**src/rtl/mem_bus_arbiter_if.sv**
```systemverilog
// Request/response bundle between the fetch port, the data port and the bus bridge.
// The slave modport is the arbiter's view; master is the view of the surrounding pipeline and bridge.
interface mem_bus_arbiter_if #(
    parameter int ADDR_W = 32,
    parameter int DATA_W = 32
);
    logic              inst_req;
    logic [ADDR_W-1:0] inst_addr;
    logic              inst_addr_ok;
    logic              inst_data_ok;
    logic [DATA_W-1:0] inst_rdata;

    logic              data_req;
    logic              data_wr;
    logic [1:0]        data_size;
    logic [3:0]        data_wstrb;
    logic [ADDR_W-1:0] data_addr;
    logic [DATA_W-1:0] data_wdata;
    logic              data_addr_ok;
    logic              data_data_ok;
    logic [DATA_W-1:0] data_rdata;

    logic              bus_req;
    logic              bus_wr;
    logic [1:0]        bus_size;
    logic [3:0]        bus_wstrb;
    logic [ADDR_W-1:0] bus_addr;
    logic [DATA_W-1:0] bus_wdata;
    logic              bus_addr_ok;
    logic              bus_data_ok;
    logic [DATA_W-1:0] bus_rdata;

    modport slave (
        input  inst_req, inst_addr,
        output inst_addr_ok, inst_data_ok, inst_rdata,
        input  data_req, data_wr, data_size, data_wstrb, data_addr, data_wdata,
        output data_addr_ok, data_data_ok, data_rdata,
        output bus_req, bus_wr, bus_size, bus_wstrb, bus_addr, bus_wdata,
        input  bus_addr_ok, bus_data_ok, bus_rdata
    );

    modport master (
        output inst_req, inst_addr,
        input  inst_addr_ok, inst_data_ok, inst_rdata,
        output data_req, data_wr, data_size, data_wstrb, data_addr, data_wdata,
        input  data_addr_ok, data_data_ok, data_rdata,
        input  bus_req, bus_wr, bus_size, bus_wstrb, bus_addr, bus_wdata,
        output bus_addr_ok, bus_data_ok, bus_rdata
    );
endinterface

```
**src/rtl/mem_bus_arbiter.sv**
```systemverilog
// Single-outstanding arbiter sharing one sram-like bus between fetch and data ports.
// Optional ARB_STARVE_GUARD_EN forces a waiting fetch after STARVE_MAX back-to-back data grants.
//
// state  | meaning
// IDLE   | no transaction; arbitration happens here
// I_ADDR | fetch request presented to the bridge
// D_ADDR | data request presented to the bridge
// I_WAIT | fetch accepted, waiting for response
// D_WAIT | data accepted, waiting for response
module mem_bus_arbiter #(
    parameter int ADDR_W     = 32,
    parameter int DATA_W     = 32,
    parameter int STARVE_MAX = 4
) (
    input  logic                  clk,
    input  logic                  resetn,
    input  logic                  flush,
    mem_bus_arbiter_if.slave      bus,
    output logic                  busy
);

    typedef enum logic [2:0] {IDLE, I_ADDR, D_ADDR, I_WAIT, D_WAIT} state_t;

    state_t            state, state_nxt;
    logic              drop, drop_nxt;
    logic              inst_forced;
    logic [ADDR_W-1:0] sel_addr;
    logic [DATA_W-1:0] sel_wdata;

    always_ff @(posedge clk) begin
        if (!resetn) begin
            state <= IDLE;
            drop  <= 1'b0;
        end else begin
            state <= state_nxt;
            drop  <= drop_nxt;
        end
    end

`ifdef ARB_STARVE_GUARD_EN
    localparam int CNT_W = $clog2(STARVE_MAX + 1);
    logic [CNT_W-1:0] starve_cnt, starve_nxt;

    assign inst_forced = bus.inst_req && (starve_cnt == CNT_W'(STARVE_MAX));

    // Only counts while a fetch is actually waiting; any other arbitration outcome clears it.
    always_comb begin
        starve_nxt = starve_cnt;
        if (state == IDLE) begin
            if (bus.data_req && !inst_forced && bus.inst_req)
                starve_nxt = starve_cnt + 1'b1;
            else
                starve_nxt = '0;
        end
    end

    always_ff @(posedge clk) begin
        if (!resetn) starve_cnt <= '0;
        else         starve_cnt <= starve_nxt;
    end
`else
    // Parameter stays in the port list so both builds instantiate identically.
    logic [31:0] starve_unused;
    assign starve_unused = 32'(STARVE_MAX);
    assign inst_forced   = 1'b0;
`endif

    always_comb begin
        state_nxt        = state;
        drop_nxt         = drop;
        bus.bus_req      = 1'b0;
        bus.bus_wr       = 1'b0;
        bus.bus_size     = 2'd0;
        bus.bus_wstrb    = 4'd0;
        sel_addr         = '0;
        sel_wdata        = '0;
        bus.inst_addr_ok = 1'b0;
        bus.inst_data_ok = 1'b0;
        bus.data_addr_ok = 1'b0;
        bus.data_data_ok = 1'b0;
        case (state)
            IDLE: begin
                if (inst_forced)       state_nxt = I_ADDR;
                else if (bus.data_req) state_nxt = D_ADDR;
                else if (bus.inst_req) state_nxt = I_ADDR;
            end
            I_ADDR: begin
                if (bus.inst_req) begin
                    bus.bus_req      = 1'b1;
                    bus.bus_size     = 2'd2;
                    sel_addr         = bus.inst_addr;
                    bus.inst_addr_ok = bus.bus_addr_ok;
                    if (bus.bus_addr_ok) begin
                        state_nxt = I_WAIT;
                        drop_nxt  = flush;
                    end else if (flush) begin
                        state_nxt = IDLE;
                    end
                end else begin
                    state_nxt = IDLE;
                end
            end
            D_ADDR: begin
                if (bus.data_req) begin
                    bus.bus_req      = 1'b1;
                    bus.bus_wr       = bus.data_wr;
                    bus.bus_size     = bus.data_size;
                    bus.bus_wstrb    = bus.data_wstrb;
                    sel_addr         = bus.data_addr;
                    sel_wdata        = bus.data_wdata;
                    bus.data_addr_ok = bus.bus_addr_ok;
                    if (bus.bus_addr_ok) state_nxt = D_WAIT;
                end else begin
                    state_nxt = IDLE;
                end
            end
            I_WAIT: begin
                if (flush) drop_nxt = 1'b1;
                // A flush landing on the response cycle also kills the response.
                if (bus.bus_data_ok) begin
                    bus.inst_data_ok = !drop && !flush;
                    drop_nxt         = 1'b0;
                    state_nxt        = IDLE;
                end
            end
            D_WAIT: begin
                if (bus.bus_data_ok) begin
                    bus.data_data_ok = 1'b1;
                    state_nxt        = IDLE;
                end
            end
            default: state_nxt = IDLE;
        endcase
    end

    assign bus.bus_addr   = sel_addr;
    assign bus.bus_wdata  = sel_wdata;
    assign bus.inst_rdata = bus.bus_rdata;
    assign bus.data_rdata = bus.bus_rdata;
    assign busy           = (state != IDLE);

endmodule
```
**src/flat_wrapper.sv**
```systemverilog
// flat-port wrapper written by rule: the top's interface ports become plain ports
module mem_bus_arbiter_flat 
#(
    parameter int ADDR_W     = 32,
    parameter int DATA_W     = 32,
    parameter int STARVE_MAX = 4
)
  (clk, resetn, flush, busy, bus_inst_req, bus_inst_addr, bus_inst_addr_ok, bus_inst_data_ok, bus_inst_rdata, bus_data_req, bus_data_wr, bus_data_size, bus_data_wstrb, bus_data_addr, bus_data_wdata, bus_data_addr_ok, bus_data_data_ok, bus_data_rdata, bus_bus_req, bus_bus_wr, bus_bus_size, bus_bus_wstrb, bus_bus_addr, bus_bus_wdata, bus_bus_addr_ok, bus_bus_data_ok, bus_bus_rdata);
  mem_bus_arbiter_if #(.ADDR_W(ADDR_W), .DATA_W(DATA_W)) bus_i ();
  input  logic clk;
  input  logic resetn;
  input  logic flush;
  output logic busy;
  input wire logic [$bits(bus_i.inst_req)-1:0] bus_inst_req;
  input wire logic [$bits(bus_i.inst_addr)-1:0] bus_inst_addr;
  output wire logic [$bits(bus_i.inst_addr_ok)-1:0] bus_inst_addr_ok;
  output wire logic [$bits(bus_i.inst_data_ok)-1:0] bus_inst_data_ok;
  output wire logic [$bits(bus_i.inst_rdata)-1:0] bus_inst_rdata;
  input wire logic [$bits(bus_i.data_req)-1:0] bus_data_req;
  input wire logic [$bits(bus_i.data_wr)-1:0] bus_data_wr;
  input wire logic [$bits(bus_i.data_size)-1:0] bus_data_size;
  input wire logic [$bits(bus_i.data_wstrb)-1:0] bus_data_wstrb;
  input wire logic [$bits(bus_i.data_addr)-1:0] bus_data_addr;
  input wire logic [$bits(bus_i.data_wdata)-1:0] bus_data_wdata;
  output wire logic [$bits(bus_i.data_addr_ok)-1:0] bus_data_addr_ok;
  output wire logic [$bits(bus_i.data_data_ok)-1:0] bus_data_data_ok;
  output wire logic [$bits(bus_i.data_rdata)-1:0] bus_data_rdata;
  output wire logic [$bits(bus_i.bus_req)-1:0] bus_bus_req;
  output wire logic [$bits(bus_i.bus_wr)-1:0] bus_bus_wr;
  output wire logic [$bits(bus_i.bus_size)-1:0] bus_bus_size;
  output wire logic [$bits(bus_i.bus_wstrb)-1:0] bus_bus_wstrb;
  output wire logic [$bits(bus_i.bus_addr)-1:0] bus_bus_addr;
  output wire logic [$bits(bus_i.bus_wdata)-1:0] bus_bus_wdata;
  input wire logic [$bits(bus_i.bus_addr_ok)-1:0] bus_bus_addr_ok;
  input wire logic [$bits(bus_i.bus_data_ok)-1:0] bus_bus_data_ok;
  input wire logic [$bits(bus_i.bus_rdata)-1:0] bus_bus_rdata;
  assign bus_i.inst_req = bus_inst_req;
  assign bus_i.inst_addr = bus_inst_addr;
  assign bus_inst_addr_ok = bus_i.inst_addr_ok;
  assign bus_inst_data_ok = bus_i.inst_data_ok;
  assign bus_inst_rdata = bus_i.inst_rdata;
  assign bus_i.data_req = bus_data_req;
  assign bus_i.data_wr = bus_data_wr;
  assign bus_i.data_size = bus_data_size;
  assign bus_i.data_wstrb = bus_data_wstrb;
  assign bus_i.data_addr = bus_data_addr;
  assign bus_i.data_wdata = bus_data_wdata;
  assign bus_data_addr_ok = bus_i.data_addr_ok;
  assign bus_data_data_ok = bus_i.data_data_ok;
  assign bus_data_rdata = bus_i.data_rdata;
  assign bus_bus_req = bus_i.bus_req;
  assign bus_bus_wr = bus_i.bus_wr;
  assign bus_bus_size = bus_i.bus_size;
  assign bus_bus_wstrb = bus_i.bus_wstrb;
  assign bus_bus_addr = bus_i.bus_addr;
  assign bus_bus_wdata = bus_i.bus_wdata;
  assign bus_i.bus_addr_ok = bus_bus_addr_ok;
  assign bus_i.bus_data_ok = bus_bus_data_ok;
  assign bus_i.bus_rdata = bus_bus_rdata;
  mem_bus_arbiter #(.ADDR_W(ADDR_W), .DATA_W(DATA_W), .STARVE_MAX(STARVE_MAX)) u_core (.clk(clk), .resetn(resetn), .flush(flush), .bus(bus_i), .busy(busy));
endmodule
```
**config.mk**
```make
export PLATFORM = sky130hd
export DESIGN_NAME = mem_bus_arbiter_flat
export DESIGN_NICKNAME = d
export VERILOG_FILES = /design/src/rtl/mem_bus_arbiter_if.sv /design/src/rtl/mem_bus_arbiter.sv /design/src/flat_wrapper.sv
export SDC_FILE = /design/constraint.sdc
export NUM_CORES = 1
export LEC_CHECK = 0
export ABC_AREA = 1
export CAP_MARGIN = 15
export CORE_AREA = 5 5 107 109
export CTS_BUF_LIST = sky130_fd_sc_hd__clkbuf_4 sky130_fd_sc_hd__clkbuf_8 sky130_fd_sc_hd__clkbuf_16
export DETAILED_ROUTE_END_ITERATION = 16
export DIE_AREA = 0 0 112 114
export GPL_ROUTABILITY_DRIVEN = 0
export PLACE_DENSITY_LB_ADDON = 0.25
export SLEW_MARGIN = 20
export SYNTH_ARGS = -nofsm -noshare
export SYNTH_HDL_FRONTEND = slang
export SYNTH_SLANG_ARGS = --single-unit
```
**constraint.sdc**
```tcl
create_clock -name clk -period 1.7 [get_ports clk]
set_input_delay 0.34 -clock clk [delete_from_list [all_inputs] [get_ports clk]]
set_output_delay 0.34 -clock clk [all_outputs]
set_load 0.005 [all_outputs]
```
Word level (Yosys, flattened, before mapping)
Cells that the tools add are included.
Widths: inputs -> output; s select.

operators by class
  eq/ne operators = 11
  muxes and demuxes = 37
  reductions and logical operators = 9

operator list
  operator            count
  $mux 32             4
  $pmux 32 s2         1
  $mux 3              8
  $mux 1              16
  $pmux 3 s4          1
  $ne 3x3->1 const B  3
  $mux 4              2
  $reduce_and 4->1    2
  $eq 3x2->1 const B  2
  $mux 2              2
  $ne 2x2->1 const B  2
  $ne 4x4->1 const B  1
  $pmux 1 s2          2
  $pmux 2 s2          1
  $eq 3x1->1 const B  1
  $eq 3x3->1 const B  1
  $logic_not 3->1     1
  $reduce_bool 3->1   1
  $logic_not 1->1     2
  $ne 2x1->1 const B  1
  $reduce_bool 2->1   1
  $reduce_or 2->1     1
  $logic_and 1x1->1   1

storage, ports and cells
  register bits after elaboration = 4
  bits of input ports = 142
  output and inout port bits = 141
  logic and storage cells = 59

Logic depth before layout (Yosys ltp)
  depth after elaboration = 4
  depth in mapped cells = 8
  gate-level depth less buffers = 8

Worst setup path after synthesis
OpenSTA, ideal clock, no wires.

  kind = register -> output
  start point = reg u_core.state[0]
  end point = out bus_bus_addr[25]
  arrival time = 1.053 ns
  setup slack = 0.307 ns
  stages on the path, launching flop included = 7
  path buffers = 1
  cell sequence = dfxtp_1 > inv_2 > nor2_4 > nand2_2 > nor2_4 > buf_4 > a22o_1

between the ends
  word-level cells in the longest chain between the ends = 2
  elaborated cells between the ends (all ways) = 3
  classes of those cells = eq/ne: 2; mux: 1

RTL lines
  item                                      RTL line               source
  start: declaration                        mem_bus_arbiter.sv:24  state_t state, state_nxt;
  start signal: assignment                  mem_bus_arbiter.sv:35  state <= state_nxt;
  $eq 3x2->1 or $eq 3x1->1 (tied branches)  mem_bus_arbiter.sv:81  case (state)
  $pmux 32 s2 *                             mem_bus_arbiter.sv:81
  end: declaration                          flat_wrapper.sv:32     output wire logic [$bits(bus_i.bus_addr)-1:0] bus_bus_addr;

Every way passes the cells marked *; elsewhere a longest branch is shown, timed or not.

Worst setup path after layout
  start point = reg u_core.state[2]
  end point = out bus_bus_addr[16]

Same word-level chain as after synthesis.

==> results.cfg <==
[run_status]
status = finished, violations left
violations = setup timing

[clocking]
clk_latency_ns = 0.22
cts_made_buffers = 3
clk_root_buffer_cell = clkbuf_8
cts_sinks = 4
ctsHoldBuffers = 0
clock_path_buffers = 2
clkTransAtPathRegs_ns = 0.03
cts_max_level = 1
cts_tree = built

[global_route]
grt_usage_pct = 12.2
grt_max_degree = 20
grt_pass1_vias = 2316
grt_pass1_wl_mm = 12.6
antenna_found_initial = 0
grt_overflow = 0

[routing]
wl_mm = 8.46
firstDrtPassIters = 4
drc = 0
via_per_inst = 3.89
via_count = 2177
antenna_left = 0
first_iter_violations = 67
wl_per_cell_um = 15.1

[synthesis]
synth_seq_cells = 4
synth.distinct_cells = 20
ys_seq_area_share_pct = 5.35
postSynthCellCount = 251
syn_avg_cell_area_um2 = 5.96
synth_top_area_cell = buf_4
syn_nets = 393
syn-cell-area_mm2 = 0.00150
synth_top_area_share_pct = 34.6
synth.area.top_cells = buf_4 (35%), a22o_1 (19%), nor2_1 (14%), nand2_1 (13%), dfxtp_1 (5.4%)
synth_warnings = 0

[critical_path]
crit_family = buffers and inverters
cp-start-kind = register
r2r-end = u_core.state[1]
cp.depth = 9
critPathBufInv = 6
critPathLaunch = u_core.state[2]
regToRegSetupSlack_ns = 0.18
reg2reg_depth = 11
rr_startpoint = u_core.state[0]
cp.required_ns = 1.36
crit_chain = inv_4 > nand3_4 > nor2_4 > buf_12 > buf_8 > buf_16 > buf_6 > a22o_1 > buf_2
worstSetupEndpointType = primary output
endpoint = bus_bus_addr[16]
worst-setup-path-type = reg -> out
slowest_stage = dfxtp_4
slowest_delay_ns = 0.37
cp_max_fo = 8
cp.arrival_ns = 1.54

[sta]
timing.final.crit_period_ns = 1.88
setup_violations = 30
drv_slew = 0
finalCritPeriodShare_pct = 111
setup_slack_ns = -0.180
skew_ns = 0.00447
max_freq_ghz = 0.532
worstMarginPinSlew_ns = 0.223
max_slew_margin_pct = 85.1
grt_setup_unrepaired = yes
tns_ns = -2.24
finalHoldViolations = 0

[floorplan]
core_area_mm2 = 0.0105
design.die.area_mm2 = 0.0128
rows = 38
die-height_um = 114
io_pins = 283
start_util_pct = 14.2
dieWidth_um = 112

[place]
portBuffers = 186
dp_cells = 524
place_hpwl_mm = 6.22

[final_layout]
final_cell_mix = clkdlybuf4s50_1 (105), nand2_1 (49), nor2_1 (44), buf_2 (34), a22o_1 (32)
area_growth_pct = 137
final_layout_size_suffix_gt1_share_pct = 37.5
final_cells = 559
final_nets = 563
diodes = 0
fillers = 1124
layout_commonest_cell = clkdlybuf4s50_1

[pwr]
p_leak_nw = 1.64
total_power_mw = 3.06
p_comb_share_pct = 87.2
p_per_area_mw_per_mm2 = 863
power.internal_mw = 1.86
power_switching_mw = 1.20
sequentialPowerShare_pct = 6.4
vdd_ir_drop_max_mv = 0.472
swShare_pct = 39.2
clock_power_share_pct = 6.4

[hold_path]
min_path_type = reg -> reg

[job]
cap_viol_max_count = 0
## stage by stage
step	utilization, %	hold slack [ns]	instance area [um2]	worst slack [ns]
6_report	33.7	0.513	3540	-0.180
5_1_grt	33.7	0.544	3540	-0.270
4_1_cts	34.6	0.520	3630	-0.241
3_5_place_dp	30.4	0.501	3200	-0.628
3_3_place_gp	30.4	0.492	3200	-0.638
2_1_floorplan	-	0.461	1500	0.307
## area by class of cell
| class | count | area, um2 | share of cell area, % |
|---|---|---|---|
| Timing Repair Buffer | 243 | 2320 | 65.6 |
| Inverter | 12 | 50.0 | 1.41 |
| Clock buffer | 3 | 41.3 | 1.16 |
| Multi-Input combinational cell | 157 | 865 | 24.4 |
| Tap cell | 140 | 175 | 4.94 |
| Sequential cell | 4 | 88.8 | 2.51 |
## cell usage after synthesis
| cell | instances |
|---|---|
| inv_1 | 11 |
| nand2_2 | 1 |
| o211ai_1 | 2 |
| o21a_1 | 1 |
| nand3_1 | 5 |
| o21ai_0 | 2 |
| nand3_2 | 1 |
| a22o_1 | 32 |
| inv_2 | 1 |
| clkbuf_1 | 3 |
| nor2_2 | 1 |
| a21oi_1 | 2 |
| nand4_1 | 2 |
| nor2_1 | 54 |
| nand2_1 | 50 |
| buf_4 | 69 |
| nor2_4 | 3 |
| buf_2 | 6 |
| dfxtp_1 | 4 |
| nor3_1 | 1 |
## cells by family (layout without fill, tap and decap cells)
| kind of cell | count (synthesis) | count (layout) | share of synthesized area, % |
|---|---|---|---|
| AOI/OAI and AO/OA | 39 | 39 | 21.6 |
| buffers and inverters | 90 | 258 | 40.4 |
| and+or+nand+nor | 118 | 118 | 32.7 |
| DFF | 4 | 4 | 5.35 |
## power by group through the flow
stage	Combinational (mW)	Clock, mW	Sequential [mW]
after CTS	2.79	0.204	0.193
after global placement	2.20	0	0.170
after detailed placement	2.20	0	0.169
final	2.67	0.197	0.196
after global routing	2.92	0.216	0.204
after floorplan	1.00	0	0.174
## tightest hold or removal path: cells and delay by family (launching register included)
kind	cells	cell delay, ns
flops	1	0.31
compound gates	2	0.15
## sequential cells by signal, indices dropped and copies added (netlist names)
| register | count |
|---|---|
| u_core.state | 3 |
| u_core.drop | 1 |
## worst min-delay path by stage
stage / slack (ns) / endpoint / from / depth (start not counted)
6_report: 0.51 / u_core.drop / u_core.drop / 2
5_1_grt: 0.54 / u_core.drop / u_core.drop / 2
4_1_cts: 0.52 / u_core.drop / u_core.drop / 2
3_5_place_dp: 0.50 / u_core.drop / u_core.drop / 2
3_3_place_gp: 0.49 / u_core.drop / u_core.drop / 2
2_1_floorplan: 0.46 / u_core.state[2] / resetn / 2
## repair_timing
| item | 4_1_cts | 5_1_grt |
|---|---|---|
| gates cloned | 6 | 0 |
| pin swaps | 14 | 13 |
| endpoints found under the setup margin | 77 | 77 |
| endpoints found under the hold margin | 0 | 0 |
| gates resized for setup | 280 | 34 |
| setup buffers | 30 | 4 |
## layer usage
| metal | GRT usage [%] | vias to the layer above | share of wire, % |
|---|---|---|---|
| li1 | - | 1089 | - |
| met1 | 12.0 | 936 | 34 |
| met5 | 0 | - | 0 |
| met4 | 1.76 | 0 | 0.72 |
| met2 | 23.8 | 141 | 54 |
| met3 | 5.46 | 11 | 11 |
(Power assumes the default switching activity.)
